**config.mk**
```make
export PLATFORM = sky130hd
export DESIGN_NAME = coin_acceptor
export DESIGN_NICKNAME = d
export VERILOG_FILES = /design/src/rtl/coin_pkg.sv /design/src/rtl/coin_sync.sv /design/src/rtl/coin_acceptor.sv
export SDC_FILE = /design/constraint.sdc
export NUM_CORES = 1
export LEC_CHECK = 0
export CAP_MARGIN = 40
export CELL_PAD_IN_SITES_DETAIL_PLACEMENT = 1
export CELL_PAD_IN_SITES_GLOBAL_PLACEMENT = 1
export CORE_ASPECT_RATIO = 1.25
export CORE_UTILIZATION = 25
export DETAILED_ROUTE_END_ITERATION = 8
export GPL_TIMING_DRIVEN = 0
export PLACE_DENSITY_LB_ADDON = 0.25
export REMOVE_ABC_BUFFERS = 1
export SETUP_SLACK_MARGIN = 0.02
export SLEW_MARGIN = 20
export SYNTH_ARGS = -nofsm -noshare
export SYNTH_HDL_FRONTEND = slang
export SYNTH_SLANG_ARGS = --single-unit
export TNS_END_PERCENT = 10
```
**constraint.sdc**
```tcl
create_clock -name clock -period 2.1 [get_ports clock]
set_input_delay 0.315 -clock clock [delete_from_list [all_inputs] [get_ports clock]]
set_output_delay 0.315 -clock clock [all_outputs]
set_load 0.05 [all_outputs]
```
**src/rtl/coin_pkg.sv**
```systemverilog
// coin_pkg: types shared by the coin acceptor and the downstream vending FSM.
//   coin_t      - 2-bit coin code driven to the vending FSM
//   acc_state_t - acceptor FSM state
//   sense_to_coin / bits_set - helpers on the synchronized sensor vector
//                              {pentagon, triangle, circle}
package coin_pkg;

  typedef enum logic [1:0] {
    COIN_NONE = 2'b00,
    COIN_1    = 2'b01,
    COIN_3    = 2'b10,
    COIN_5    = 2'b11
  } coin_t;

  typedef enum logic [2:0] {
    ST_IDLE,
    ST_SETTLE,
    ST_EMIT,
    ST_REJECT,
    ST_WAIT_RELEASE
  } acc_state_t;

  function automatic coin_t sense_to_coin(input logic [2:0] s);
    case (s)
      3'b001:  return COIN_1;
      3'b010:  return COIN_3;
      3'b100:  return COIN_5;
      default: return COIN_NONE;
    endcase
  endfunction

  function automatic logic [1:0] bits_set(input logic [2:0] s);
    return {1'b0, s[0]} + {1'b0, s[1]} + {1'b0, s[2]};
  endfunction

endpackage

```
**src/rtl/coin_sync.sv**
```systemverilog
// coin_sync: two-flop synchronizer for one raw, asynchronous coin sensor.
//   clock - sampling clock
//   reset - async active-high, clears both flops
//   d     - raw sensor input
//   q     - synchronized output (two clock edges of latency)
module coin_sync (
  input  logic clock,
  input  logic reset,
  input  logic d,
  output logic q
);

  logic meta;

  always_ff @(posedge clock or posedge reset) begin
    if (reset) begin
      meta <= 1'b0;
      q    <= 1'b0;
    end else begin
      meta <= d;
      q    <= meta;
    end
  end

endmodule

```
**src/rtl/coin_acceptor.sv**
```systemverilog
// coin_acceptor: debounces three coin sensors and emits a one-cycle coin code,
// or a one-cycle reject pulse when more than one sensor fires at once.
//   clock          - single clock, rising edge
//   reset          - async active-high
//   sense_circle   - raw sensor, value-1 coin
//   sense_triangle - raw sensor, value-3 coin
//   sense_pentagon - raw sensor, value-5 coin
//   coin           - coin code (coin_t), nonzero only in EMIT
//   busy           - high whenever the FSM is not IDLE
//   reject         - one-cycle pulse on a sensor conflict
//   reject_count   - saturating count of rejects (only with
//                    COIN_ACCEPTOR_REJECT_CNT_EN defined)
// Parameter DEBOUNCE_CYCLES (1..255): matching synchronized cycles needed
// in SETTLE before the coin is accepted.
module coin_acceptor
  import coin_pkg::*;
#(
  parameter int DEBOUNCE_CYCLES = 4
) (
  input  logic       clock,
  input  logic       reset,
  input  logic       sense_circle,
  input  logic       sense_triangle,
  input  logic       sense_pentagon,
  output logic [1:0] coin,
  output logic       busy,
  output logic       reject
`ifdef COIN_ACCEPTOR_REJECT_CNT_EN
  ,
  output logic [7:0] reject_count
`endif
);

  localparam int CW = (DEBOUNCE_CYCLES < 1) ? 1 : $clog2(DEBOUNCE_CYCLES + 1);
  localparam logic [CW-1:0] LAST    = CW'(DEBOUNCE_CYCLES - 1);
  localparam logic [CW-1:0] CNT_MAX = '1;

  logic [2:0] raw, s;
  assign raw = {sense_pentagon, sense_triangle, sense_circle};

  genvar g;
  generate
    for (g = 0; g < 3; g++) begin : g_sync
      coin_sync u_sync (.clock(clock), .reset(reset), .d(raw[g]), .q(s[g]));
    end
  endgenerate

  acc_state_t    state;
  logic [CW-1:0] cnt;
  logic [2:0]    latched;
  coin_t         coin_q;

  assign coin = coin_q;

  // Outputs are registered alongside the state transition so they line up
  // with the state they belong to (coin in EMIT, reject in REJECT).
  always_ff @(posedge clock or posedge reset) begin
    if (reset) begin
      state   <= ST_IDLE;
      cnt     <= '0;
      latched <= 3'b000;
      coin_q  <= COIN_NONE;
      busy    <= 1'b0;
      reject  <= 1'b0;
    end else begin
      coin_q <= COIN_NONE;
      reject <= 1'b0;
      case (state)
        ST_IDLE: begin
          if (bits_set(s) == 2'd1) begin
            latched <= s;
            cnt     <= '0;
            state   <= ST_SETTLE;
            busy    <= 1'b1;
          end else if (s != 3'b000) begin
            state  <= ST_REJECT;
            reject <= 1'b1;
            busy   <= 1'b1;
          end else begin
            busy <= 1'b0;
          end
        end
        ST_SETTLE: begin
          // Any change, including a drop to 000, abandons the insertion silently.
          if (s != latched) begin
            state <= ST_IDLE;
            busy  <= 1'b0;
          end else if (cnt == LAST) begin
            state  <= ST_EMIT;
            coin_q <= sense_to_coin(latched);
          end else if (cnt != CNT_MAX) begin
            cnt <= cnt + 1'b1;
          end
        end
        ST_EMIT, ST_REJECT: state <= ST_WAIT_RELEASE;
        ST_WAIT_RELEASE: begin
          if (s == 3'b000) begin
            state <= ST_IDLE;
            busy  <= 1'b0;
          end
        end
        default: begin
          state <= ST_IDLE;
          busy  <= 1'b0;
        end
      endcase
    end
  end

`ifdef COIN_ACCEPTOR_REJECT_CNT_EN
  // Counts on the same edge that raises the reject pulse.
  always_ff @(posedge clock or posedge reset) begin
    if (reset)
      reject_count <= 8'd0;
    else if (state == ST_IDLE && bits_set(s) > 2'd1 && reject_count != 8'hFF)
      reject_count <= reject_count + 8'd1;
  end
`endif

endmodule

```
==> impl_metrics.env, run 1 <==
export IMPL_drc=0
export IMPL_finalWeightedCongestion=0.654
export IMPL_cts_hold_buf=0
export IMPL_end_kind="primary output"
export IMPL_grt_pass1_wl_um=2550
export IMPL_post_route_min_period_ns=1.72
export IMPL_wirelength_um=1420
export IMPL_post_route_period_util=0.820
export IMPL_ios=9
export IMPL_overflow=0
export IMPL_antenna_found_initial=0
export IMPL_synthDistinctLibCells=22
export IMPL_clock_skew_ns=0.00177
export IMPL_worstPathArrival_ns=1.41
export IMPL_final_max_slew_violation_count=0
export IMPL_path_delay_family="buffers and inverters"
export IMPL_finalPower_mw=1.16
export IMPL_synth_largest_area_cell="dfrtp_1"
export IMPL_layout_drive_gt1_share=0.134
export IMPL_worstSetupPathType="flip-flop to primary output"
export IMPL_clkTransAtPathRegs_ns=0.07
export IMPL_synth_seq_cells=19
export IMPL_fin_cells=119
export IMPL_cts_resized=0
export IMPL_yosysWarnings=0
export IMPL_cts_tree="built"
export IMPL_area_delta_synth_final_pct=20.8
export IMPL_p_leak_nw=0.456
export IMPL_seq_area_sq_um=475
export IMPL_dp_hpwl_um=1100
export IMPL_fin_tns_setup_ns=0
export IMPL_worst_pin_slew_ns=0.712
export IMPL_antenna_cells=0
export IMPL_startpoint_type="flip-flop"
export IMPL_max_stage_delay_ns=0.80
export IMPL_utilization=0.314
export IMPL_outcome="finished, final reports clean"
export IMPL_placed_cell_area_sq_um=957
export IMPL_viasPerCell=4.36
export IMPL_final_common_cell="dfrtp_1"
export IMPL_vias=519
export IMPL_multi_input_area_sq_um=337
export IMPL_fp_coreArea_sq_um=3190
export IMPL_hold_ws_ns=0.352
export IMPL_worstPathRequired_ns=1.78
export IMPL_yosysTopAreaCellShare=0.572
export IMPL_cap_violations=0
export IMPL_dpl_worst_slack_ns=0.404
export IMPL_cts_buffers=3
export IMPL_start_util=0.260
export IMPL_fmax_mhz=581
export IMPL_die_h_um=66.5
export IMPL_ir_worst_vdd_uv=622
export IMPL_path_max_fanout=2
export IMPL_grt_total_usage=0.106
export IMPL_layout_setup_ws_ns=0.377
export IMPL_ant_nets=0
export IMPL_syn_inst=70
export IMPL_dr_pass1_iters=3
export IMPL_cts_path_max_buffers=2
export IMPL_hold_class="flip-flop to flip-flop"
export IMPL_setup_viol=0
export IMPL_relSlewSlack=0.525
export IMPL_synthTopCellsByArea="dfrtp_1, xnor2_1, nand2_1, ha_1, mux2i_1"
export IMPL_crit_slowest_cell="clkdlybuf4s50_1"
export IMPL_synth_area_sq_um=831
export IMPL_drt_initial_drc_count=7
export IMPL_htree_levels=1
export IMPL_power_density_nw_per_um2=1160
export IMPL_cts_root_buffer="clkbuf_8"
export IMPL_rsz0062_at_grt="false"
export IMPL_clkLatencyLatePin_ns=0.26
export IMPL_row_count=23
export IMPL_worstPathCellList="clkdlybuf4s50_1"
export IMPL_hold_violations=0
export IMPL_yosysSeqAreaShare=0.572
export IMPL_grt_max_degree=20
export IMPL_fin_nets=92
export IMPL_stdcell_area_sq_um=1000
export IMPL_crit_buf_inv=1
export IMPL_routedWlPerCell_um=11.9
export IMPL_fill_cells=365
export IMPL_grt_pass1_vias=563
export IMPL_avgSynthCellArea_sq_um=11.9
export IMPL_dp_cells=115
export IMPL_cts_sinks=19
export IMPL_port_buffers=8
export IMPL_mostFrequentLayoutCells="dfrtp_1, nand2_1, clkdlybuf4s50_1, xnor2_1, inv_1"
export IMPL_postCtsSetupBuffers=0
export IMPL_die_x_um=53.6
export IMPL_dieArea_sq_um=3560
## cell type report
cell class | count | share of cell area
multi-input cells | 46 | 0.335
flip-flops and latches | 19 | 0.474
inverters | 5 | 0.0187
clock inverters | 1 | 0.00499
well taps | 37 | 0.0461
repair buffers | 8 | 0.0798
clock buffers | 3 | 0.0411
## synthesized netlist by cell type
library cell and n:
nor3_1 1, nand2_1 11, inv_1 5, a31o_1 1
and4_4 1, fa_1 1, nor3_2 2, ha_1 3
nor2b_1 2, nand2_4 1, or2b_1 2, o21ai_0 3
nand2_2 1, nor3b_2 1, nand2b_1 1, nor2_1 2
mux2i_1 3, o21ai_1 3, or3_4 1, xnor2_1 5
nor4_1 1, dfrtp_1 19
## metal layers
metal | part of all wire | vias up | track usage
met5 | 0 | - | 0
met4 | 0.036 | 0 | 0.0789
met3 | 0.037 | 5 | 0.0274
met2 | 0.51 | 11 | 0.158
met1 | 0.42 | 251 | 0.129
li1 | - | 252 | -
## registers in the layout (all words and copies together), names as in the netlist
| name | cells |
|---|---|
| cnt | 3 |
| g_sync.u_sync.meta | 3 |
| g_sync.u_sync.q | 3 |
| latched | 3 |
| state | 3 |
| coin | 2 |
| busy | 1 |
| reject | 1 |
## where the power goes
group	total [mW]	switching (mW)	internal, mW
logic	0.361	0.202	0.159
registers	0.543	0.0917	0.451
clock network	0.257	0.125	0.132
total	1.16	0.418	0.742
## worst paths after layout
path | startpoint | to | slack, ns | cells past startpoint
worst max register to register | g_sync[0].u_sync.q | cnt[0] | 0.43 | 6
max in group asynchronous | reset | state[2] | 1.18 | 2
worst max-delay path | busy | busy | 0.38 | 1
worst min register to register | g_sync[0].u_sync.meta | g_sync[0].u_sync.q | 0.35 | 0
min in group asynchronous | reset | g_sync[1].u_sync.q | 0.47 | 2
worst min-delay path | g_sync[0].u_sync.meta | g_sync[0].u_sync.q | 0.35 | 0
## cell families (layout without fill, tap and decap cells)
| family | Yosys count | count (layout) | synth area share |
|---|---|---|---|
| adder cells (fa/ha/maj) | 4 | 4 | 0.0693 |
| AO/OA/AOI/OAI | 7 | 7 | 0.0467 |
| flip-flops | 19 | 19 | 0.572 |
| buffers and inverters | 5 | 17 | 0.0226 |
| multiplexers | 3 | 3 | 0.0361 |
| AND/OR/NAND/NOR | 27 | 27 | 0.200 |
| XOR/XNOR | 5 | 5 | 0.0527 |
Note: power is estimated with default switching activity, not from simulation.
==> inputs of run 2 (changes only) <==
==> constraint.sdc (replaced) <==
create_clock -name clock -period 1.5 [get_ports clock]
set_input_delay 0.225 -clock clock [delete_from_list [all_inputs] [get_ports clock]]
set_output_delay 0.225 -clock clock [all_outputs]
set_load 0.05 [all_outputs]
==> run 2 against run 1 <==
  * The flow now finishes with violations (negative setup slack)
  * Critical path depth is 5 higher
  * Largest cell class unchanged
  * Final area is 5.0% higher
  * First-iteration DRC count is 14% lower
  * Highest routed layer unchanged
  * Routed wire length is 7.6% higher
==> impl_metrics.env, run 2 (same netlist as run 1, synthesis figures left out) <==
export IMPL_clkLatencyLatePin_ns=0.26
export IMPL_area_delta_synth_final_pct=26.8
export IMPL_post_route_min_period_ns=1.53
export IMPL_hold_class="flip-flop to flip-flop"
export IMPL_clock_skew_ns=0.00194
export IMPL_die_x_um=53.6
export IMPL_overflow=0
export IMPL_dr_pass1_iters=3
export IMPL_post_route_period_util=1.02
export IMPL_cts_path_max_buffers=2
export IMPL_hold_ws_ns=0.351
export IMPL_clkTransAtPathRegs_ns=0.07
export IMPL_vias=550
export IMPL_cts_sinks=19
export IMPL_antenna_found_initial=0
export IMPL_end_kind="flip-flop"
export IMPL_ios=9
export IMPL_p_leak_nw=0.496
export IMPL_violations="negative setup slack"
export IMPL_worstPathRequired_ns=1.64
export IMPL_cts_root_buffer="clkbuf_8"
export IMPL_relSlewSlack=0.521
export IMPL_outcome="finished, violations left"
export IMPL_mostFrequentLayoutCells="dfrtp_1, nand2_1, o21ai_1, xnor2_1, nand2_2"
export IMPL_final_common_cell="dfrtp_1"
export IMPL_drc=0
export IMPL_routedWlPerCell_um=12.5
export IMPL_path_max_fanout=5
export IMPL_antenna_cells=0
export IMPL_start_util=0.260
export IMPL_drt_initial_drc_count=6
export IMPL_worstPathArrival_ns=1.67
export IMPL_worst_pin_slew_ns=0.718
export IMPL_fp_coreArea_sq_um=3190
export IMPL_grt_total_usage=0.108
export IMPL_grt_pass1_wl_um=2590
export IMPL_fill_cells=365
export IMPL_ant_nets=0
export IMPL_setup_viol=6
export IMPL_viasPerCell=4.51
export IMPL_ir_worst_vdd_uv=860
export IMPL_wirelength_um=1520
export IMPL_fmax_mhz=654
export IMPL_dieArea_sq_um=3560
export IMPL_cts_buffers=3
export IMPL_finalWeightedCongestion=0.654
export IMPL_worstSetupPathType="flip-flop to flip-flop"
export IMPL_layout_setup_ws_ns=-0.0290
export IMPL_rsz0062_at_grt="true"
export IMPL_fin_tns_setup_ns=-0.0640
export IMPL_hold_violations=0
export IMPL_power_density_nw_per_um2=1620
export IMPL_layout_drive_gt1_share=0.271
export IMPL_htree_levels=1
export IMPL_startpoint_type="flip-flop"
export IMPL_cap_violations=0
export IMPL_port_buffers=8
export IMPL_cts_tree="built"
export IMPL_dpl_worst_slack_ns=-0.196
export IMPL_grt_max_degree=20
export IMPL_final_max_slew_violation_count=0
export IMPL_grt_pass1_vias=575
export IMPL_dp_hpwl_um=1100
export IMPL_row_count=23
export IMPL_die_h_um=66.5
export IMPL_fin_nets=95
==> run 2: changes by cell type in the layout (fill, tap and decap cells not counted), sizes merged <==
| cell | previous run | this run |
|---|---|---|
| buf | 0 | 2 |
| clkdlybuf4s50 | 8 | 4 |
| dlygate4sd2 | 0 | 4 |
| nand2 | 13 | 14 |
==> run 2: routing by layer <==
metal | routed length, um | up-vias | global-route usage
met4 | 51 | 0 | 0.0789
met5 | 0 | - | 0
met1 | 616 | 271 | 0.130
met3 | 54 | 5 | 0.0274
met2 | 800 | 11 | 0.161
li1 | - | 263 | -
==> run 2: area by class of cell <==
cell class | count | area (sq um) | area share
clock buffers | 3 | 41.3 | 0.0392
clock inverters | 1 | 5.00 | 0.00475
inverters | 5 | 18.8 | 0.0178
multi-input cells | 47 | 377 | 0.357
flip-flops and latches | 19 | 475 | 0.451
well taps | 37 | 46.3 | 0.0439
repair buffers | 10 | 90.1 | 0.0855
==> run 2: path summary, 6_finish.rpt <==
| kind | from | end | slack [ns] | cells after the start |
|---|---|---|---|---|
| min in group asynchronous | reset | g_sync[1].u_sync.meta | 0.38 | 2 |
| setup reg to reg | g_sync[0].u_sync.q | cnt[1] | -0.03 | 6 |
| max in group asynchronous | reset | latched[2] | 0.66 | 2 |
| setup / recovery | g_sync[0].u_sync.q | cnt[1] | -0.03 | 6 |
| hold reg to reg | g_sync[0].u_sync.meta | g_sync[0].u_sync.q | 0.35 | 0 |
| hold / removal | g_sync[0].u_sync.meta | g_sync[0].u_sync.q | 0.35 | 0 |
==> run 2: where the power goes <==
group          internal, mW  switching, mW
registers             0.631          0.150
clock network         0.185          0.172
logic                 0.248          0.318
total                  1.06          0.640
==> run 2: timing repair <==
action | 4_1_cts | 5_1_grt
hold buffers | 0 | 0
resized for setup | 9 | 9
cloned | 0 | 1
endpoints found under the hold margin | 0 | 0
endpoints found under the setup margin | 12 | 9
buffers inserted | 0 | 2
pin swaps | 4 | 3
==> run 2: worst max-delay path, cell delays in order, from the launching register on <==
cell and delay (ns):
dfrtp_1 0.40, inv_2 0.06, fa_1 0.49, nor2b_4 0.20, nand2_4 0.10, nand2_1 0.09
mux2i_1 0.07
==> run 2: metrics by stage <==
step	cells	power, mW	util	area (sq um)
after floorplan	70	1.13	-	831
after global placement	115	1.26	0.300	957
after detailed placement	115	1.29	0.300	957
after CTS	119	1.66	0.316	1010
after global routing	122	1.85	0.330	1050
final	122	1.70	0.330	1050
